**src/rtl/traffic_pkg.sv**
```systemverilog
// -----------------------------------------------------------------------------
// traffic_pkg
// Shared definitions for the traffic conflict monitor:
//   - aspect encodings on the signal-head buses ({red, yellow, green})
//   - fault code constants reported on fault_code
//   - approach index constants reported on fault_dir
//   - monitor FSM state enum
//   - small helpers for aspect classification and approach selection
// -----------------------------------------------------------------------------
package traffic_pkg;

  localparam logic [2:0] ASP_RED = 3'b100;
  localparam logic [2:0] ASP_YEL = 3'b010;
  localparam logic [2:0] ASP_GRN = 3'b001;

  localparam logic [2:0] FC_NONE     = 3'd0;
  localparam logic [2:0] FC_CONFLICT = 3'd1;
  localparam logic [2:0] FC_INVALID  = 3'd2;
  localparam logic [2:0] FC_PED      = 3'd3;
  localparam logic [2:0] FC_YELLOW   = 3'd4;
  localparam logic [2:0] FC_WDOG     = 3'd5;

  localparam logic [1:0] DIR_N = 2'd0;
  localparam logic [1:0] DIR_S = 2'd1;
  localparam logic [1:0] DIR_E = 2'd2;
  localparam logic [1:0] DIR_W = 2'd3;

  typedef enum logic [1:0] {
    ST_ARM   = 2'd0,
    ST_RUN   = 2'd1,
    ST_FAULT = 2'd2
  } mon_state_e;

  // Yellow or green lit counts as "non-red"; malformed codes with a yellow or
  // green bit set are treated as showing that colour for conflict purposes.
  function automatic logic is_non_red(input logic [2:0] asp);
    return asp[1] | asp[0];
  endfunction

  // Lowest-numbered approach with its flag set (N first, W last).
  function automatic logic [1:0] first_dir(input logic [3:0] flags);
    if (flags[0])      return DIR_N;
    else if (flags[1]) return DIR_S;
    else if (flags[2]) return DIR_E;
    else if (flags[3]) return DIR_W;
    else               return DIR_N;
  endfunction

endpackage

```
**src/rtl/aspect_tracker.sv**
```systemverilog
// -----------------------------------------------------------------------------
// aspect_tracker
// Per-approach history for one signal head. Remembers the aspect seen on the
// previous clk cycle and times the yellow phase in ticks.
//
// Ports:
//   clk, rst_n     clock, asynchronous active-low reset
//   clr            re-sync: load current aspect as history, drop yellow timing
//   run            monitor is in RUN; a green->yellow edge only yields a
//                  trusted yellow count when seen while running
//   tick           1 Hz enable
//   aspect[2:0]    current aspect {red, yellow, green}
//   changed        aspect differs from the previous cycle
//   invalid        aspect is not one-hot (includes 000)
//   short_yellow   pulse: yellow->red with too few ticks (trusted count only),
//                  or green->red with no yellow at all
// -----------------------------------------------------------------------------
module aspect_tracker
  import traffic_pkg::*;
#(
  parameter int MIN_YELLOW = 3
) (
  input  logic       clk,
  input  logic       rst_n,
  input  logic       clr,
  input  logic       run,
  input  logic       tick,
  input  logic [2:0] aspect,
  output logic       changed,
  output logic       invalid,
  output logic       short_yellow
);

  localparam int YW = $clog2(MIN_YELLOW + 1);
  localparam logic [YW-1:0] Y_MAX = YW'(MIN_YELLOW);

  logic [2:0]    prev_q, prev_d;
  logic [YW-1:0] ycnt_q, ycnt_d;
  logic          valid_q, valid_d;

  always_comb begin
    prev_d       = aspect;
    ycnt_d       = ycnt_q;
    valid_d      = valid_q;
    changed      = (aspect != prev_q);
    invalid      = !$onehot(aspect);
    short_yellow = 1'b0;

    if (clr) begin
      ycnt_d  = '0;
      valid_d = 1'b0;
    end else if (prev_q == ASP_GRN && aspect == ASP_YEL) begin
      ycnt_d  = '0;
      valid_d = run;
    end else if (aspect == ASP_YEL) begin
      if (tick && ycnt_q != Y_MAX) ycnt_d = ycnt_q + YW'(1);
    end else begin
      // Leaving yellow (or never in it): the count no longer describes a phase.
      valid_d = 1'b0;
    end

    if (prev_q == ASP_YEL && aspect == ASP_RED && valid_q && ycnt_q < Y_MAX)
      short_yellow = 1'b1;
    if (prev_q == ASP_GRN && aspect == ASP_RED)
      short_yellow = 1'b1;
  end

  always_ff @(posedge clk or negedge rst_n) begin
    if (!rst_n) begin
      prev_q  <= ASP_RED;
      ycnt_q  <= '0;
      valid_q <= 1'b0;
    end else begin
      prev_q  <= prev_d;
      ycnt_q  <= ycnt_d;
      valid_q <= valid_d;
    end
  end

endmodule

```
**src/rtl/traffic_conflict_monitor.sv**
```systemverilog
// -----------------------------------------------------------------------------
// traffic_conflict_monitor
// Independent safety monitor watching the four signal heads and the ped walk
// indication of a 4-way intersection. On an unsafe or illegal sequence it
// latches a coded fault and requests flash-red from the cabinet output stage.
//
// Optional feature: define TRAFFIC_MON_PED_EN to compile in the pedestrian
// check (code 3). Without it ped_walk is ignored.
//
// Ports:
//   clk, rst_n          clock, asynchronous active-low reset
//   tick                1 Hz enable shared with the controller
//   light_north/south/east/west[2:0]  aspects {red, yellow, green}
//   ped_walk            pedestrian walk indication
//   fault_clear         operator clear (level)
//   fault               fault latched (FSM in FAULT)
//   fault_code[2:0]     0 none, 1 conflict, 2 invalid, 3 ped, 4 yellow, 5 wdog
//   fault_dir[1:0]      approach for codes 2 and 4, else 0
//   flash_red           toggles on each tick while faulted
//   armed               FSM in RUN
// FSM state is fully visible as {fault, armed}: 00 ARM, 01 RUN, 10 FAULT.
// -----------------------------------------------------------------------------
module traffic_conflict_monitor
  import traffic_pkg::*;
#(
  parameter int MIN_YELLOW = 3,
  parameter int WDOG_TICKS = 30,
  parameter int FILTER_CYC = 2
) (
  input  logic       clk,
  input  logic       rst_n,
  input  logic       tick,
  input  logic [2:0] light_north,
  input  logic [2:0] light_south,
  input  logic [2:0] light_east,
  input  logic [2:0] light_west,
  input  logic       ped_walk,
  input  logic       fault_clear,
  output logic       fault,
  output logic [2:0] fault_code,
  output logic [1:0] fault_dir,
  output logic       flash_red,
  output logic       armed
);

  localparam int FW = $clog2(FILTER_CYC + 1);
  localparam int WW = $clog2(WDOG_TICKS + 1);
  localparam logic [FW-1:0] F_MAX  = FW'(FILTER_CYC);
  // A condition already held for FILTER_CYC-1 cycles qualifies on this edge.
  localparam logic [FW-1:0] F_QUAL = FW'(FILTER_CYC - 1);
  localparam logic [WW-1:0] W_MAX  = WW'(WDOG_TICKS);

  mon_state_e    state_q, state_d;
  logic [2:0]    code_q, code_d;
  logic [1:0]    dir_q, dir_d;
  logic          flash_q, flash_d;
  logic [FW-1:0] filt_q, filt_d;
  logic [FW-1:0] arm_q, arm_d;
  logic [WW-1:0] wdog_q, wdog_d;
  logic          seen_q, seen_d;

  logic [2:0] asp [4];
  logic [3:0] chg_v, inv_v, sy_v, nonred_v;
  logic       trk_clr, run_now;

  logic conflict, inv_any, ped_bad, static_bad, arm_bad, filt_ok, wdog_hit;

  assign asp[0]  = light_north;
  assign asp[1]  = light_south;
  assign asp[2]  = light_east;
  assign asp[3]  = light_west;
  assign run_now = (state_q == ST_RUN);

  for (genvar g = 0; g < 4; g++) begin : g_trk
    aspect_tracker #(
      .MIN_YELLOW (MIN_YELLOW)
    ) u_trk (
      .clk          (clk),
      .rst_n        (rst_n),
      .clr          (trk_clr),
      .run          (run_now),
      .tick         (tick),
      .aspect       (asp[g]),
      .changed      (chg_v[g]),
      .invalid      (inv_v[g]),
      .short_yellow (sy_v[g])
    );
    assign nonred_v[g] = is_non_red(asp[g]);
  end

`ifdef TRAFFIC_MON_PED_EN
  assign ped_bad = ped_walk & (|nonred_v);
`else
  logic unused_ped;
  assign unused_ped = ped_walk;
  assign ped_bad    = 1'b0;
`endif

  // Static checks and shared filter.
  always_comb begin
    conflict   = (nonred_v[0] | nonred_v[1]) & (nonred_v[2] | nonred_v[3]);
    inv_any    = |inv_v;
    static_bad = conflict | inv_any | ped_bad;
    arm_bad    = conflict | inv_any;
    filt_ok    = static_bad && (filt_q >= F_QUAL);
    if (!static_bad)        filt_d = '0;
    else if (filt_q != F_MAX) filt_d = filt_q + FW'(1);
    else                    filt_d = filt_q;
  end

  // Watchdog: a tick counts only if no aspect changed since the previous tick.
  // seen_q remembers a change that happened between ticks.
  always_comb begin
    wdog_d = wdog_q;
    seen_d = seen_q;
    if (!run_now) begin
      wdog_d = '0;
      seen_d = 1'b0;
    end else if (|chg_v) begin
      wdog_d = '0;
      seen_d = !tick;
    end else if (tick) begin
      if (!seen_q && wdog_q != W_MAX) wdog_d = wdog_q + WW'(1);
      seen_d = 1'b0;
    end
    wdog_hit = (wdog_d == W_MAX);
  end

  // FSM next state and latched outputs.
  always_comb begin
    state_d = state_q;
    code_d  = code_q;
    dir_d   = dir_q;
    flash_d = flash_q;
    arm_d   = '0;
    trk_clr = 1'b0;

    case (state_q)
      ST_ARM: begin
        if (!arm_bad) arm_d = (arm_q != F_MAX) ? arm_q + FW'(1) : arm_q;
        if (!arm_bad && arm_q >= F_QUAL) begin
          state_d = ST_RUN;
          trk_clr = 1'b1;
        end
      end
      ST_RUN: begin
        if (filt_ok) begin
          state_d = ST_FAULT;
          dir_d   = DIR_N;
          if (conflict) code_d = FC_CONFLICT;
          else if (inv_any) begin
            code_d = FC_INVALID;
            dir_d  = first_dir(inv_v);
          end else code_d = FC_PED;
        end else if (|sy_v) begin
          state_d = ST_FAULT;
          code_d  = FC_YELLOW;
          dir_d   = first_dir(sy_v);
        end else if (wdog_hit) begin
          state_d = ST_FAULT;
          code_d  = FC_WDOG;
          dir_d   = DIR_N;
        end
        flash_d = 1'b0;
      end
      ST_FAULT: begin
        if (tick) flash_d = !flash_q;
        if (fault_clear && !static_bad) begin
          state_d = ST_ARM;
          code_d  = FC_NONE;
          dir_d   = DIR_N;
          flash_d = 1'b0;
        end
      end
      default: begin
        state_d = ST_ARM;
        code_d  = FC_NONE;
        dir_d   = DIR_N;
        flash_d = 1'b0;
      end
    endcase
  end

  always_ff @(posedge clk or negedge rst_n) begin
    if (!rst_n) begin
      state_q <= ST_ARM;
      code_q  <= FC_NONE;
      dir_q   <= DIR_N;
      flash_q <= 1'b0;
      filt_q  <= '0;
      arm_q   <= '0;
      wdog_q  <= '0;
      seen_q  <= 1'b0;
    end else begin
      state_q <= state_d;
      code_q  <= code_d;
      dir_q   <= dir_d;
      flash_q <= flash_d;
      filt_q  <= filt_d;
      arm_q   <= arm_d;
      wdog_q  <= wdog_d;
      seen_q  <= seen_d;
    end
  end

  assign fault      = (state_q == ST_FAULT);
  assign armed      = run_now;
  assign fault_code = code_q;
  assign fault_dir  = dir_q;
  assign flash_red  = flash_q;

endmodule

```
**config.mk**
```make
export PLATFORM = sky130hd
export DESIGN_NAME = traffic_conflict_monitor
export DESIGN_NICKNAME = d
export VERILOG_FILES = /design/src/rtl/traffic_pkg.sv /design/src/rtl/aspect_tracker.sv /design/src/rtl/traffic_conflict_monitor.sv
export SDC_FILE = /design/constraint.sdc
export NUM_CORES = 1
export LEC_CHECK = 0
export CORE_ASPECT_RATIO = 2
export CORE_MARGIN = 2
export CORE_UTILIZATION = 30
export DETAILED_ROUTE_END_ITERATION = 8
export GPL_TIMING_DRIVEN = 0
export MAX_ROUTING_LAYER = met4
export SETUP_SLACK_MARGIN = 0.15
export SYNTH_ARGS = -nofsm -noshare
export SYNTH_HDL_FRONTEND = slang
export SYNTH_HIERARCHICAL = 1
export SYNTH_SLANG_ARGS = --single-unit
```
**constraint.sdc**
```tcl
create_clock -name clk -period 5.38 [get_ports clk]
set_input_delay 0.807 -clock clk [delete_from_list [all_inputs] [get_ports clk]]
set_output_delay 0.807 -clock clk [all_outputs]
set_load 0.02 [all_outputs]
```
## Yosys cells after proc, flatten, opt, wreduce, memory -nomap -nowiden

Cells that the tools add are included.
Widths: inputs -> output; s select.

| cells by class | value |
|---|---|
| multiplexer cells | 80 |
| bitwise gates (word level) | 9 |
| reduce and logical (&&, ||, !) cells | 55 |
| $lt $le $gt $ge | 6 |
| equal/unequal tests | 45 |
| $add $sub $neg | 15 |

Operators by type and width:

| kind | count |
|---|---|
| $mux 2 | 40 |
| $logic_and 1x1->1 | 28 |
| $mux 1 | 28 |
| $eq 3x2->1 const B | 8 |
| $reduce_bool 3->1 | 8 |
| $mux 5 | 4 |
| $ne 3x3->1 const B | 5 |
| $ne 2x2->1 const B | 7 |
| $add 2x1->2 const B | 6 |
| $eq 3x1->1 const B | 4 |
| $eq 3x3->1 const B | 4 |
| $mux 3 | 4 |
| $ne 3x3->1 | 4 |
| $pmux 2 s3 | 2 |
| $reduce_or 4->1 | 3 |
| $eq 2x1->1 const B | 5 |
| $reduce_and 2->1 | 5 |
| $pmux 3 s3 | 1 |
| $add 1x1->2 | 4 |
| $add 2x1->2 | 4 |
| $logic_not 1->1 | 8 |
| $lt 2x2->1 const B | 4 |
| $or 1x1->1 | 7 |
| $ne 3x2->1 const B | 2 |
| other kinds (12) | 15 |

| word-level totals | value |
|---|---|
| input port bits | 17 |
| flip-flop bits (word level) | 42 |
| word-level logic and storage cells | 230 |

## Depth between registers and ports, before layout

| logic depth | value |
|---|---|
| depth after elaboration | 13 |
| gate-level depth with buffers | 9 |
| mapped depth without buffers | 9 |

## Cells and area by module

Netlist, hierarchy kept.

By module, submodules not included:

| module | area each (µm²) | times used | cells each |
|---|---|---|---|
| aspect_tracker | 361.6 | 4 | 35 |
| traffic_conflict_monitor | 1166.1 | 1 | 119 |

## Worst setup path after synthesis

OpenSTA, ideal clock, no wires.

| timing | value |
|---|---|
| path kind | in2reg |
| start point | input port light_north[0] |
| end point | register g_trk[0].u_trk.valid_q |
| arrival time | 3.192 ns |
| library setup time | 0.180 ns |
| data required time | 5.200 ns |
| setup slack | 2.008 ns |
| stages | 7 |
| path buffers | 0 |
| cells stage by stage | inv_1 > fa_1 > nand2b_1 > nor4_1 > o21ai_0 > nor4_1 > nor3_1 |

| on the way | value |
|---|---|
| word-level cells in the longest chain between the ends | 11 |
| elaborated cells between the ends (all ways) | 18 |

RTL lines:

| what | RTL line | RTL |
|---|---|---|
| from (decl) | traffic_conflict_monitor.sv:33 | `input logic [2:0] light_north,` |
| $add 1x1->2 (implied by the code) (*) | aspect_tracker.sv:46 | `invalid = !$onehot(aspect);` |
| $add 2x1->2 (implied by the code) (*) | aspect_tracker.sv:46 |  |
| $eq 2x1->1 (*) | aspect_tracker.sv:46 |  |
| $logic_not 1->1 (*) | aspect_tracker.sv:46 |  |
| via inv_v[0] | traffic_conflict_monitor.sv:63 | `logic [3:0] chg_v, inv_v, sy_v, nonred_v;` |
| $reduce_or 4->1 (*) | traffic_conflict_monitor.sv:102 | `inv_any = \|inv_v;` |
| $or 1x1->1 (*) | traffic_conflict_monitor.sv:104 | `arm_bad = conflict \| inv_any;` |
| $logic_not 1->1 (*) | traffic_conflict_monitor.sv:141 | `if (!arm_bad && arm_q >= F_QUAL) begin` |
| $logic_and 1x1->1 (*) | traffic_conflict_monitor.sv:141 |  |
| $mux 1 (*) | traffic_conflict_monitor.sv:141 |  |
| $mux 1 (*) | traffic_conflict_monitor.sv:138 | `case (state_q)` |
| via trk_clr | traffic_conflict_monitor.sv:64 | `logic trk_clr, run_now;` |
| $ne 3x2->1 (no source line) / $mux 1 (equally long branches) | n/a |  |
| to (signal assigned) | aspect_tracker.sv:76 | `valid_q <= valid_d;` |
| to (decl) | aspect_tracker.sv:39 | `logic valid_q, valid_d;` |

Mark *: on every way through the listed nets, which the timed path passes. The rest lies on a longest branch.
A chain may end at the register's enable or synchronous reset.

## Final worst setup path

| timing | value |
|---|---|
| start point | input port light_south[0] |
| end point | register g_trk[2].u_trk.valid_q |

| on the way | value |
|---|---|
| word-level cells in the longest chain between the ends | 11 |
| elaborated cells between the ends (all ways) | 15 |

RTL lines:

| what | RTL line | RTL |
|---|---|---|
| from (decl) | traffic_conflict_monitor.sv:34 | `input logic [2:0] light_south,` |
| $add 1x1->2 (implied by the code) (*) | aspect_tracker.sv:46 |  |
| $add 2x1->2 (implied by the code) (*) | aspect_tracker.sv:46 |  |
| $eq 2x1->1 (*) | aspect_tracker.sv:46 |  |
| $logic_not 1->1 (*) | aspect_tracker.sv:46 |  |
| via inv_v[1] | traffic_conflict_monitor.sv:63 |  |
| $reduce_or 4->1 (*) | traffic_conflict_monitor.sv:102 |  |
| $or 1x1->1 (*) | traffic_conflict_monitor.sv:104 |  |
| $logic_not 1->1 (*) | traffic_conflict_monitor.sv:141 |  |
| $logic_and 1x1->1 (*) | traffic_conflict_monitor.sv:141 |  |
| $mux 1 (*) | traffic_conflict_monitor.sv:141 |  |
| $mux 1 (*) | traffic_conflict_monitor.sv:138 |  |
| via trk_clr | traffic_conflict_monitor.sv:64 |  |
| $ne 3x3->1 (no source line) / $mux 1 (equally long branches) | n/a |  |
| to (signal assigned) | aspect_tracker.sv:76 |  |
| to (decl) | aspect_tracker.sv:39 |  |

Marked as above.

==> key figures <==
Critical path
  – FF-to-FF setup slack: 2.83 ns
  – CP Buf/Inv Count: 3
  – Worst R2R Start: g_trk[1].u_trk/ycnt_q[0]
  – CP Capture Type: flip-flop
  – Crit. path cell count: 9
  – Worst setup path startpoint: light_south[0]
  – CP delay by family, top: simple AND/OR/NAND/NOR gates
  – Worst R2R Path Depth: 8
  – Crit Path Max Fanout: 7
  – Kind of critical path: input port to flip-flop
  – Worst Path Required: 5.56 ns
  – Critical path launch point type: input port
  – CP peak stage delay: 0.72 ns
  – Critical path arrival: 4.07 ns
  – Critical Path End: g_trk[2].u_trk/valid_q
  – Crit path max-delay cell type: nor4_2
  – Crit-path cells: clkdlybuf4s50_1 -> inv_1 -> fa_1 -> nand2b_1 -> nor4_1 -> o21ai_0 -> nor4_2 -> buf_6 -> nor3_1
  – Reg-to-reg endpoint: fault_dir[1]

Power
  – Clk network pwr share: 38.4%
  – P_sw: 0.0002179 W
  – Comb pwr share: 17.8%
  – Register share of total power: 43.7%
  – Peak VDD IR: 0.1898 mV
  – Power Density: 256.3 mW/mm²
  – Switch share: 26.97%
  – Leak: 1.328 nW
  – Pint: 0.0005898 W

Layout
  – Layout cells sized above 1: 14.73%
  – Fillcell total: 877
  – Antenna Cells: 0
  – Post-Route Utilization: 36.96%
  – Area growth syn-to-layout: 20.64%
  – Nets: 322

Synth
  – Synth top area share: 36.40%
  – Post-synth cell types: 48
  – Syn Area/Cell: 10.09 µm²
  – Largest family of logic cells by synthesized area: simple AND/OR/NAND/NOR gates
  – Synth Register Bits: 42
  – Synth area leaders: dfrtp_1 (36%), xnor2_1 (5.4%), ha_1 (4.8%)
  – Compound-Gate Fraction of Synth Area: 13.03%
  – XOR/XNOR Fraction of Synth Area: 6.034%
  – Synth warn: 6
  – Synthesized net count: 290
  – Cell taking the most area after synthesis: dfrtp_1
  – Post-synth EDFFs: 0
  – Post-synthesis mux area share: 2.682%
  – Seq/Total Area, Yosys: 40.42%
  – Syn Inst Count: 259
  – Post-synthesis adder-cell area fraction: 7.854%
  – Primary FF master, synth: dfrtp_1
  – Post-Synth Simple-Gate Area: 25.10%
  – Synthesized cell area: 0.002613 mm²
  – Async S/R FF share, synth: 100.0%

Timing
  – Rel. slew slack: 43.04%
  – Fin Setup TNS: 0 ns
  – Final WS setup: 1.485 ns
  – Worst hold margin: 0.3576 ns
  – Count of final hold-check violations: 0
  – Fin crit share: 72.39%
  – Max Fclk: 256.8 MHz
  – Minimum clock period: 3.895 ns
  – Setup Viol. Count Final: 0
  – Final Skew: 0.006649 ns
  – Max Slew Vio Count: 0
  – Unrepaired setup endpoints after global routing: false
  – Slew at the pin with the worst max-slew slack: 0.8473 ns

Place
  – DP Worst Slack: 1.154 ns
  – Gp weighted congestion: 0.8101
  – DP HPWL: 4.645 mm
  – PortBufs: 23

Route
  – Routed wire length: 6.061 mm
  – Vias: 2048
  – Iteration-0 DRC Markers: 46
  – Vias per std cell: 5.224
  – Avg WL per Cell: 15.46 µm
  – DRC: 0
  – Routed Antenna Nets: 0
  – First-pass DRT Iterations: 4

Global route
  – Largest net degree at the start of global routing: 36
  – Number of global-route vias before repair: 2173
  – GRT Total Usage: 14.36%
  – Total grt overflow: 0
  – First-pass GRT wire length: 10.37 mm
  – Initial antenna violation count: 0

Clocking
  – Max clock buf depth: 2
  – CTS resizes: 0
  – Clk sinks: 42
  – CTS root buffer: clkbuf_16
  – Number of CTS-inserted buffers: 5
  – CTS clk-pin slew, worst paths: 0.06 ns
  – CTS tree: done
  – Later-pin clock latency in the skew report: 0.29 ns
  – Setup Buffers After CTS: 0
  – H-tree Lvls: 2
  – Hold_buf cts: 0

Floorplanning
  – Die area: 0.009516 mm²
  – Die span in x: 69.99 µm
  – # IOs: 25
  – Initial core utilization: 30.63%
  – Row count: 48
  – Core ar.: 0.008528 mm²
  – Vert. Die Dim: 136.0 µm

Worst hold path
  – Hold Crit Class: input port to asynchronous set/reset pin

Run
  – Maxcap violations: 0

Run status
  – Status: completed
## power by group through the flow
stage | logic [W] | clock network [W] | registers [W]
floorplan | 0.0000863 | 0 | 0.000362
global placement | 0.000140 | 0 | 0.000358
detailed placement | 0.000146 | 0 | 0.000359
CTS | 0.000147 | 0.000320 | 0.000353
global route | 0.000166 | 0.000330 | 0.000357
finish | 0.000144 | 0.000311 | 0.000353
## through the flow
step | area, µm² | cells | power (W)
after CTS | 3152 | 392 | 0.0008202
after floorplan | 2613 | 259 | 0.0004484
final | 3152 | 392 | 0.0008077
after global placement | 2968 | 382 | 0.0004979
after global routing | 3152 | 392 | 0.0008521
after detailed placement | 3000 | 384 | 0.0005054
## how the worst min path moves through the flow
| stage | slack (ns) | to | start | cells past startpoint |
|---|---|---|---|---|
| 6_report | 0.36 | g_trk[0].u_trk/ycnt_q[0] | rst_n | 1 |
| 5_1_grt | 0.37 | g_trk[0].u_trk/ycnt_q[0] | rst_n | 1 |
| 4_1_cts | 0.36 | g_trk[0].u_trk/ycnt_q[0] | rst_n | 1 |
| 3_5_place_dp | 0.53 | seen_q | seen_q | 2 |
| 3_3_place_gp | 0.52 | filt_q[0] | filt_q[0] | 2 |
| 2_1_floorplan | 0.49 | arm_q[0] | state_q[1] | 1 |
## per-layer routing
| layer | share of wire (%) | vias to the layer above | GRT usage, % |
|---|---|---|---|
| li1 | - | 995 | - |
| met1 | 36 | 1014 | 13.32 |
| met2 | 59 | 28 | 28.25 |
| met3 | 2.0 | 11 | 1.853 |
| met4 | 2.5 | 0 | 6.731 |
| met5 | 0 | - | - |
## placed cells by master, fill, tap and decap left out, drive strengths merged, types with 6 or more instances in the layout
cell type | Yosys | final
dfrtp | 38 | 38
inv | 34 | 34
clkdlybuf4s50 | 0 | 22
xnor2 | 16 | 16
nor2 | 16 | 16
nand2 | 14 | 14
nand3 | 12 | 12
a31oi | 11 | 11
nor4 | 11 | 11
ha | 10 | 10
a21oi | 9 | 9
or4b | 8 | 8
or3b | 8 | 8
nand2b | 7 | 7
nor3 | 7 | 7
mux2i | 7 | 7
clkbuf | 0 | 6
o21ai | 6 | 6
## sequential cells by signal, indices dropped and copies added (netlist names)
name,cells
g_trk.u_trk/prev_q,12
g_trk.u_trk/ycnt_q,8
wdog_q,5
g_trk.u_trk/valid_q,4
fault_code,3
arm_q,2
fault_dir,2
filt_q,2
state_q,2
flash_red,1
seen_q,1
## worst reg2reg max path, cell delays in order (launching register included)
cell and delay (ns):
dfrtp_1 0.41, ha_1 0.23, nor4bb_1 0.27, a21oi_1 0.08
nor4b_1 0.70, nor4_1 0.19, o211ai_1 0.24, a31o_2 0.23
o21ai_1 0.07
## area by class of cell
class | instances | area [µm²] | area share [%]
well taps | 100 | 125.1 | 3.970
flip-flops and latches | 42 | 1056 | 33.51
inverters | 34 | 127.6 | 4.049
multi-input cells | 183 | 1435 | 45.53
clock inverters | 2 | 12.51 | 0.3970
repair buffers | 25 | 256.5 | 8.138
clock buffers | 6 | 138.9 | 4.407
## kinds of logic (layout without fill, tap and decap cells)
kind of cell / after synthesis / count (layout)
fa+ha+maj: 14 / 14
buf+inv: 34 / 67
mux: 7 / 7
compound gates: 43 / 43
flops: 42 / 42
xor+xnor: 18 / 18
simple gates: 101 / 101
## cell usage after synthesis, types with 2 or more instances
library cell,n
a211oi_1,2
a21oi_1,9
a221oi_1,2
a31o_2,2
a31oi_1,10
dfrtp_1,38
dfstp_2,4
fa_1,4
ha_1,10
inv_1,33
mux2i_1,7
nand2_1,14
nand2b_1,7
nand3_1,12
nor2_1,15
nor3_1,7
nor4_1,9
nor4_2,2
nor4b_1,4
nor4bb_1,4
o21ai_0,3
o21ai_1,3
or2b_2,4
or3b_2,4
or3b_4,4
or4b_1,8
xnor2_1,16
xor2_1,2
Power figures use the tool's default switching activity.
